===== src/rtl/seg_pkg.sv =====
// -----------------------------------------------------------------------------
// seg_pkg
// Shared definitions for the seven-segment display arbiter:
//   arb_state_t : arbiter ownership state; the encoding doubles as the
//                 one-hot grant vector (IDLE=00, OWN0=01, OWN1=10).
//   SEG_BLANK   : all segments off (active-low).
//   AN_OFF      : all digit enables off (active-low).
//   hex7()      : hex nibble to active-low segment code, a=bit0 .. g=bit6,
//                 bit7 (dp) returned as 1 (off).
// -----------------------------------------------------------------------------
package seg_pkg;

   typedef enum logic [1:0] {
      IDLE = 2'b00,
      OWN0 = 2'b01,
      OWN1 = 2'b10
   } arb_state_t;

   localparam logic [7:0] SEG_BLANK = 8'hFF;
   localparam logic [3:0] AN_OFF    = 4'hF;

   function automatic logic [7:0] hex7(input logic [3:0] nib);
      logic [7:0] code;
      case (nib)
         4'h0:    code = 8'hC0;
         4'h1:    code = 8'hF9;
         4'h2:    code = 8'hA4;
         4'h3:    code = 8'hB0;
         4'h4:    code = 8'h99;
         4'h5:    code = 8'h92;
         4'h6:    code = 8'h82;
         4'h7:    code = 8'hF8;
         4'h8:    code = 8'h80;
         4'h9:    code = 8'h90;
         4'hA:    code = 8'h88;
         4'hB:    code = 8'h83;
         4'hC:    code = 8'hC6;
         4'hD:    code = 8'hA1;
         4'hE:    code = 8'h86;
         default: code = 8'h8E;
      endcase
      return code;
   endfunction

endpackage


===== src/rtl/scan_tick_gen.sv =====
// -----------------------------------------------------------------------------
// scan_tick_gen
// Free-running prescaler: counts 0..SCAN_DIV-1 and wraps. tick is high for
// the single cycle in which the count equals SCAN_DIV-1.
// Ports:
//   clk  in  system clock
//   rst  in  synchronous active-high reset (count returns to 0)
//   tick out one-cycle strobe per SCAN_DIV cycles
// -----------------------------------------------------------------------------
module scan_tick_gen #(
   parameter int SCAN_DIV = 100000
) (
   input  logic clk,
   input  logic rst,
   output logic tick
);

   localparam int CNT_W = (SCAN_DIV > 2) ? $clog2(SCAN_DIV) : 1;
   localparam logic [CNT_W-1:0] CNT_LAST = CNT_W'(SCAN_DIV - 1);

   logic [CNT_W-1:0] tick_cnt_reg;

   assign tick = (tick_cnt_reg == CNT_LAST);

   always_ff @(posedge clk) begin
      if (rst) begin
         tick_cnt_reg <= '0;
      end else if (tick) begin
         tick_cnt_reg <= '0;
      end else begin
         tick_cnt_reg <= tick_cnt_reg + CNT_W'(1);
      end
   end

endmodule


===== src/rtl/seg_display_arbiter.sv =====
// -----------------------------------------------------------------------------
// seg_display_arbiter
// Shares a 4-digit active-low seven-segment display between two clients.
// Ownership changes only at scan-frame boundaries, round-robin on ties, and
// an owner that still wants the display keeps it for at least HOLD_FRAMES
// complete frames before a waiting client can preempt it.
// Ports:
//   clk      in   system clock
//   rst      in   synchronous active-high reset
//   req[1:0] in   level requests, req[i] for client i
//   digits0  in   client 0 hex digits, nibble i -> digit i
//   dp0      in   client 0 decimal points, 1 = lit
//   digits1  in   client 1 hex digits
//   dp1      in   client 1 decimal points
//   grant    out  one-hot current owner, 00 when idle
//   seg      out  active-low segments a..g (bits 0..6), dp (bit 7)
//   an       out  active-low digit enables
// -----------------------------------------------------------------------------
module seg_display_arbiter
   import seg_pkg::*;
#(
   parameter int SCAN_DIV    = 100000,
   parameter int HOLD_FRAMES = 16
) (
   input  logic        clk,
   input  logic        rst,
   input  logic [1:0]  req,
   input  logic [15:0] digits0,
   input  logic [3:0]  dp0,
   input  logic [15:0] digits1,
   input  logic [3:0]  dp1,
   output logic [1:0]  grant,
   output logic [7:0]  seg,
   output logic [3:0]  an
);

   // hold_cnt saturates at HOLD_FRAMES-1, so it never needs more range.
   localparam int HOLD_W = (HOLD_FRAMES > 2) ? $clog2(HOLD_FRAMES) : 1;
   localparam logic [HOLD_W-1:0] HOLD_MAX = HOLD_W'(HOLD_FRAMES - 1);

   logic              tick;
   logic              frame_end;
   logic              hold_done;

   logic [1:0]        digit_idx_reg, digit_idx_next;
   arb_state_t        state_reg, state_next;
   logic [HOLD_W-1:0] hold_cnt_reg, hold_cnt_next;
   logic              last_owner_reg, last_owner_next;
   logic [7:0]        seg_reg, seg_next;
   logic [3:0]        an_reg, an_next;

   logic [15:0]       client_digits [2];
   logic [3:0]        client_dp [2];
   logic [3:0]        an_sel;
   logic              owner_sel;
   logic [3:0]        owner_nib;
   logic [7:0]        hex_code;

   scan_tick_gen #(
      .SCAN_DIV (SCAN_DIV)
   ) u_tick (
      .clk  (clk),
      .rst  (rst),
      .tick (tick)
   );

   assign client_digits[0] = digits0;
   assign client_digits[1] = digits1;
   assign client_dp[0]     = dp0;
   assign client_dp[1]     = dp1;

   // One-cold digit enable for the current slot.
   genvar gi;
   generate
      for (gi = 0; gi < 4; gi++) begin : g_an_sel
         assign an_sel[gi] = (digit_idx_reg != 2'(gi));
      end
   endgenerate

   assign frame_end = tick && (digit_idx_reg == 2'd3);
   // Equivalent to hold_cnt+1 >= HOLD_FRAMES because hold_cnt saturates.
   assign hold_done = (hold_cnt_reg == HOLD_MAX);

   // ---------------------------------------------------------------------
   // State register
   // ---------------------------------------------------------------------
   always_ff @(posedge clk) begin
      if (rst) begin
         state_reg      <= IDLE;
         digit_idx_reg  <= 2'd0;
         hold_cnt_reg   <= '0;
         last_owner_reg <= 1'b1;
         seg_reg        <= SEG_BLANK;
         an_reg         <= AN_OFF;
      end else begin
         state_reg      <= state_next;
         digit_idx_reg  <= digit_idx_next;
         hold_cnt_reg   <= hold_cnt_next;
         last_owner_reg <= last_owner_next;
         seg_reg        <= seg_next;
         an_reg         <= an_next;
      end
   end

   // ---------------------------------------------------------------------
   // Arbitration: decisions are taken only at the frame boundary.
   // ---------------------------------------------------------------------
   always_comb begin
      state_next      = state_reg;
      hold_cnt_next   = hold_cnt_reg;
      last_owner_next = last_owner_reg;
      digit_idx_next  = tick ? digit_idx_reg + 2'd1 : digit_idx_reg;

      if (frame_end) begin
         case (state_reg)
            IDLE: begin
               case (req)
                  2'b01:   state_next = OWN0;
                  2'b10:   state_next = OWN1;
                  // Tie: the client that did not own last goes first.
                  2'b11:   state_next = last_owner_reg ? OWN0 : OWN1;
                  default: state_next = IDLE;
               endcase
            end
            OWN0: begin
               if (!req[0]) begin
                  state_next = req[1] ? OWN1 : IDLE;
               end else if (req[1] && hold_done) begin
                  state_next = OWN1;
               end else if (!hold_done) begin
                  hold_cnt_next = hold_cnt_reg + HOLD_W'(1);
               end
            end
            OWN1: begin
               if (!req[1]) begin
                  state_next = req[0] ? OWN0 : IDLE;
               end else if (req[0] && hold_done) begin
                  state_next = OWN0;
               end else if (!hold_done) begin
                  hold_cnt_next = hold_cnt_reg + HOLD_W'(1);
               end
            end
            default: state_next = IDLE;
         endcase

         // Any entry into an owned state restarts the hold window.
         if ((state_next != state_reg) && (state_next != IDLE)) begin
            hold_cnt_next   = '0;
            last_owner_next = (state_next == OWN1);
         end
      end
   end

   // ---------------------------------------------------------------------
   // Digit mux: uses the registered slot/owner, so the pins follow one
   // cycle after a slot or ownership change. Client data is sampled live.
   // ---------------------------------------------------------------------
   always_comb begin
      owner_sel = (state_reg == OWN1);
      owner_nib = client_digits[owner_sel][{digit_idx_reg, 2'b00} +: 4];
      hex_code  = hex7(owner_nib);
      seg_next  = SEG_BLANK;
      an_next   = AN_OFF;
      if ((state_reg == OWN0) || (state_reg == OWN1)) begin
         // hex7 leaves the dp bit off; clear it when the client lights it.
         seg_next = {hex_code[7] & ~client_dp[owner_sel][digit_idx_reg],
                     hex_code[6:0]};
         an_next  = an_sel;
      end
   end

   assign grant = state_reg;
   assign seg   = seg_reg;
   assign an    = an_reg;

endmodule


===== config.mk =====
export PLATFORM = sky130hd
export DESIGN_NAME = seg_display_arbiter
export DESIGN_NICKNAME = d
export VERILOG_FILES = /design/src/rtl/seg_pkg.sv /design/src/rtl/scan_tick_gen.sv /design/src/rtl/seg_display_arbiter.sv
export SDC_FILE = /design/constraint.sdc
export NUM_CORES = 1
export LEC_CHECK = 0
export CORE_AREA = 5 5 80 82
export DETAILED_ROUTE_END_ITERATION = 7
export DIE_AREA = 0 0 85 87
export GPL_ROUTABILITY_DRIVEN = 0
export PLACE_DENSITY = 0.75
export SLEW_MARGIN = 5
export SYNTH_ARGS = -nofsm -noshare
export SYNTH_HDL_FRONTEND = slang
export SYNTH_HIERARCHICAL = 1
export SYNTH_SLANG_ARGS = --single-unit

===== constraint.sdc =====
create_clock -name clk -period 2.55 [get_ports clk]
set_input_delay 0.51 -clock clk [delete_from_list [all_inputs] [get_ports clk]]
set_output_delay 0.51 -clock clk [all_outputs]
set_load 0.01 [all_outputs]

==> results of run 1 <==
cell families (layout without fill, tap and decap cells):
group                      count (synthesis)  count (layout)  share of synthesized area (%)
adders and majority gates                 16              16                           8.25
buffers and inverters                     23              92                           5.46
muxes                                     19              19                           15.1
and+or+nand+nor                           98              98                           20.7
DFF                                       38              38                           31.3
AOI/OAI and AO/OA                         44              44                           13.4
xor gates and xnor gates                  16              16                           5.77
stage by stage:
stage | util, % | instance area, µm² | std cells | power, W
6_report | 57.1 | 3240 | 398 | 0.00123
5_1_grt | 57.1 | 3240 | 398 | 0.00129
4_1_cts | 56.9 | 3230 | 398 | 0.00125
3_5_place_dp | 54.9 | 3120 | 390 | 0.000767
3_3_place_gp | 54.9 | 3120 | 390 | 0.000764
2_1_floorplan | - | 2430 | 254 | 0.000686
cell usage in the layout, fill, tap and decap left out, drive strengths merged, types with 8 or more instances in the layout:
master / n
mux4: 10
dfxtp: 38
nand3: 8
buf: 15
nand4: 8
ha: 16
nand2: 23
xnor2: 11
nor2: 28
clkdlybuf4s50: 57
clkbuf: 8
inv: 12
area by class of cell:
| type | count | area [µm²] |
|---|---|---|
| Tap cell | 75 | 93.8 |
| Multi-Input combinational cell | 193 | 1550 |
| Inverter | 12 | 45.0 |
| Sequential cell | 38 | 762 |
| Fill cell | 516 | 2430 |
| Clock buffer | 8 | 110 |
| Timing Repair Buffer | 72 | 683 |
metal layers:
layer | vias up | part of all wire, % | wire length [µm]
met5 | - | 0 | 0
met2 | 41 | 52 | 2970
met1 | 991 | 44 | 2510
li1 | 1075 | - | -
met4 | 0 | 1.6 | 91
met3 | 6 | 3.1 | 177
worst paths after layout:
kind	slack, ps	depth (start not counted)	end	from
min	470	1	u_tick/tick_cnt_reg[0]$_SDFF_PP0_	u_tick/tick_cnt_reg[0]$_SDFF_PP0_
min reg2reg	470	1	u_tick/tick_cnt_reg[0]$_SDFF_PP0_	u_tick/tick_cnt_reg[0]$_SDFF_PP0_
max reg2reg	210	7	seg[1]$_SDFF_PP1_	grant[0]$_SDFFE_PP0P_
max	210	7	seg[1]$_SDFF_PP1_	grant[0]$_SDFFE_PP0P_
report_power, final:
group	internal, W	leakage, nW	total, W	switching (W)
Sequential	0.000597	0.308	0.000602	0.00000466
Clock	0.000273	0.0575	0.000475	0.000202
Combinational	0.0000964	0.819	0.000153	0.0000561
Total	0.000967	1.18	0.00123	0.000263
timing repair:
action                                  CTS  global route
endpoints found under the setup margin    0             7
resized for setup                         0             2
hold buffers                              0             0
worst register-to-register path: stages (launching register included):
cell	delay, ps
dfxtp_2	320
inv_1	130
ha_4	230
mux4_1	570
mux2_2	320
inv_1	90
ha_1	240
a221o_1	330
==> out/metrics.cfg, run 1 <==
[timing]
period_share_pct=91.9
holdWs_ps=466
slew_headroom_pct=58.5
setup_tns_ps=0
layout_setup_ws_ps=206
hold_violations=0
rsz0062_at_grt=false
worstMarginPinSlew_ps=620
skew_ps=7.87
setup_violations=0
period_needed_ps=2340
fmax_ghz=0.427
slew_viol_final=0

[critical_path]
critical-path-top-delay-family=multiplexers
slowest_stage=mux4_1
crit_fanout=8
cp-start-kind=flip-flop
cpPeakStageDelay_ps=560
path_class=flip-flop to flip-flop
arrival_ps=2520
worstPathRequired_ps=2720
end_kind=flip-flop
crit_top_cell=inv_1
path_buf_inv=2
crit_chain=inv_1 -> ha_4 -> mux4_1 -> mux2_2 -> inv_1 -> ha_1 -> a221o_1

[global_route]
grt_pass1_wl_um=9140
grt_usage_pct=15.3
grt_max_degree=18
antenna_found_initial=0
top_usage_layer=met2
gr-usage-met3_pct=3.69
grt_pass1_vias=1986
grt_use_met1_pct=18.8
grt-ovfl-total=0
use_met2_pct=26.2

[route]
wire_per_inst_um=14.4
first_pass_iters=4
wirelength_um=5740
drc=0
via_per_inst=5.31
routed-via-count=2113
antenna_left=0
drt_iter0_markers=116

[logic_synthesis]
synth_cell_types=54
netlist_top_cells_count=38 x dfxtp_1, 28 x nor2_1, 23 x nand2_1
ys_seq_area_share_pct=31.3
ys_ff_latch=38
yosysMostFrequentCell=dfxtp_1
yosysTopAreaCell=dfxtp_1
synth_ff_type=dfxtp_1
synth_area_um2=2430
synthesis.nets=314
synthTopCellsByArea=dfxtp_1 31%, ha_1 8.2%, mux4_1 5.4%
synth-async-reset-ratio_pct=0
synth_warnings=13
netlist.area_leader.share_pct=31.3
avgSynthCellArea_um2=9.56
synth_edf_count=0
syn_inst=254

[die]
ios=58
coreArea_um2=5680
chipWidth_um=85
die_area_um2=7400
fp-row-count=28
start_util_pct=42.8
dieHeight_um=87

[clock_network]
cts_max_path_buffers=2
numCtsBuffers=5
cts.sinks=38
post_cts_buffers=0
clock_latency_ps=290
htreeDepth=2
cts_root_buf=clkbuf_8
path_clk_slew_ps=70
cts_tree=yes

[finish]
largest_register_ffs=17
syn_to_final_growth_pct=33.5
layout.nets=382
diodes=0
layout-drive-gt1-share_pct=12.7

[min_path]
hold_class=flip-flop to flip-flop

[power_and_ir_drop]
power.leakage_nw=1.18
peakVddDrop_v=0.000323
power_density_nw_per_um2=379

[placed_design]
io_buffers=57
dp_hpwl_um=4610
place_ws_ps=11.5

[outcome]
status=finished, final reports clean

[flow_run]
cap_violations=0

Note: power is estimated with default switching activity, not from simulation.
==> run 2, diff against run 1 <==
--- a/config.mk
+++ b/config.mk
@@ -5,11 +5,11 @@
 export SDC_FILE = /design/constraint.sdc
 export NUM_CORES = 1
 export LEC_CHECK = 0
-export CORE_AREA = 5 5 80 82
+export CORE_AREA = 5 5 74 76
 export DETAILED_ROUTE_END_ITERATION = 7
-export DIE_AREA = 0 0 85 87
+export DIE_AREA = 0 0 79 81
 export GPL_ROUTABILITY_DRIVEN = 0
-export PLACE_DENSITY = 0.75
+export PLACE_DENSITY = 0.83
 export SLEW_MARGIN = 5
 export SYNTH_ARGS = -nofsm -noshare
 export SYNTH_HDL_FRONTEND = slang
==> constraint.sdc (replaced) <==
create_clock -name clk -period 2.7 [get_ports clk]
set_input_delay 0.54 -clock clk [delete_from_list [all_inputs] [get_ports clk]]
set_output_delay 0.54 -clock clk [all_outputs]
set_load 0.01 [all_outputs]
==> out/metrics.cfg, run 2 (same netlist as run 1, synthesis figures left out) <==
[placed_design]
place_inst=365
dp_hpwl_um=4600
io_buffers=57

[global_route]
antenna_found_initial=0
grt_usage_pct=18.6
grt-ovfl-total=0
grt_pass1_wl_um=9450
grt_max_degree=18
grt_pass1_vias=2091

[timing]
slew_headroom_pct=65.2
setup_violations=0
holdWs_ps=462
skew_ps=6.50
period_share_pct=90.9
hold_violations=0
period_needed_ps=2450
setup_tns_ps=0
worstMarginPinSlew_ps=521
rsz0062_at_grt=false
slew_viol_final=0
fmax_ghz=0.408

[route]
drt_iter0_markers=179
via_per_inst=5.71
routed-via-count=2128
antenna_left=0
wire_per_inst_um=15.8
wirelength_um=5900
drc=0
first_pass_iters=4

[critical_path]
reg2reg_from=grant[0]$_SDFFE_PP0P_
crit_fanout=7
crit_start=grant[0]$_SDFFE_PP0P_
cp-start-kind=flip-flop
arrival_ps=2620
worstPathRequired_ps=2860
end_kind=flip-flop
path_class=flip-flop to flip-flop

[finish]
fillerInstances=371
mostFrequentLayoutCell=clkdlybuf4s50_1
register_area_um2=761
multiInputGateArea_um2=1540
largest_register_ffs=17
layout.nets=378
syn_to_final_growth_pct=30.6
layout-drive-gt1-share_pct=10.7
final_cell_mix=57 x clkdlybuf4s50_1, 38 x dfxtp_1, 28 x nor2_1, 23 x nand2_1, 15 x ha_1
diodes=0
final_cell_count_no_fill=373

[clock_network]
clock_latency_ps=290
cts_max_path_buffers=2
cts_root_buf=clkbuf_8
cts_hold_buf=0
cts.sinks=38
path_clk_slew_ps=70
cts_tree=yes
numCtsBuffers=5
htreeDepth=2

[die]
dieHeight_um=81
chipWidth_um=79
fp-row-count=25
coreArea_um2=4660
ios=58
die_area_um2=6400
start_util_pct=52.1

[power_and_ir_drop]
power_density_nw_per_um2=372
total_power_w=0.00118
peakVddDrop_v=0.000279
power.leakage_nw=1.16

[min_path]
min_from=u_tick/tick_cnt_reg[0]$_SDFF_PP0_
hold_class=flip-flop to flip-flop

[outcome]
status=finished, final reports clean

[flow_run]
cap_violations=0

==> run 2: worst paths after layout <==
| path | endpoint | slack (ps) | cells after the start |
|---|---|---|---|
| max | seg[3]$_SDFF_PP1_ | 250 | 7 |
| min | u_tick/tick_cnt_reg[0]$_SDFF_PP0_ | 460 | 1 |
| max reg2reg | seg[3]$_SDFF_PP1_ | 250 | 7 |
| min reg2reg | u_tick/tick_cnt_reg[0]$_SDFF_PP0_ | 460 | 1 |
==> run 2: repair_timing <==
item	in CTS	in global routing
setup endpoints to repair	0	2
resized for setup	0	1
buffers inserted	0	0
==> run 2: area by class of cell <==
| cell class | instances | area share (%) |
|---|---|---|
| multi-input combinational | 193 | 48.5 |
| inverter | 12 | 1.42 |
| sequential | 38 | 24.0 |
| tap | 54 | 2.13 |
| clock buffer | 7 | 2.41 |
| clock inverter | 1 | 0.947 |
| timing repair buffer | 68 | 20.6 |
==> run 2: report_power, final <==
part,internal [W],switching (W),total (W)
registers,0.000564,0.00000428,0.000568
logic,0.0000894,0.0000548,0.000144
clock network,0.000276,0.000190,0.000466
==> run 2: per-layer routing <==
layer | global-route usage (%) | routed length (µm)
met3 | 4.21 | 221
met5 | 0 | 0
met2 | 32.8 | 2990
met4 | 6.36 | 120
met1 | 22.3 | 2570
==> run 2: through the flow <==
| step | setup slack [ps] | util (%) | area, µm² |
|---|---|---|---|
| 2_1_floorplan | 124 | - | 2430 |
| 3_3_place_gp | 151 | 65.7 | 3060 |
| 3_5_place_dp | 117 | 65.7 | 3060 |
| 4_1_cts | 154 | 67.9 | 3170 |
| 5_1_grt | 57.8 | 68.0 | 3170 |
| 6_report | 246 | 68.0 | 3170 |
==> run 2: critical path: stages (launching register included) <==
cell,delay [ps]
dfxtp_1,310
inv_1,100
ha_2,330
mux4_1,590
mux2_2,330
ha_1,250
a2111oi_2,350
a31oi_1,60
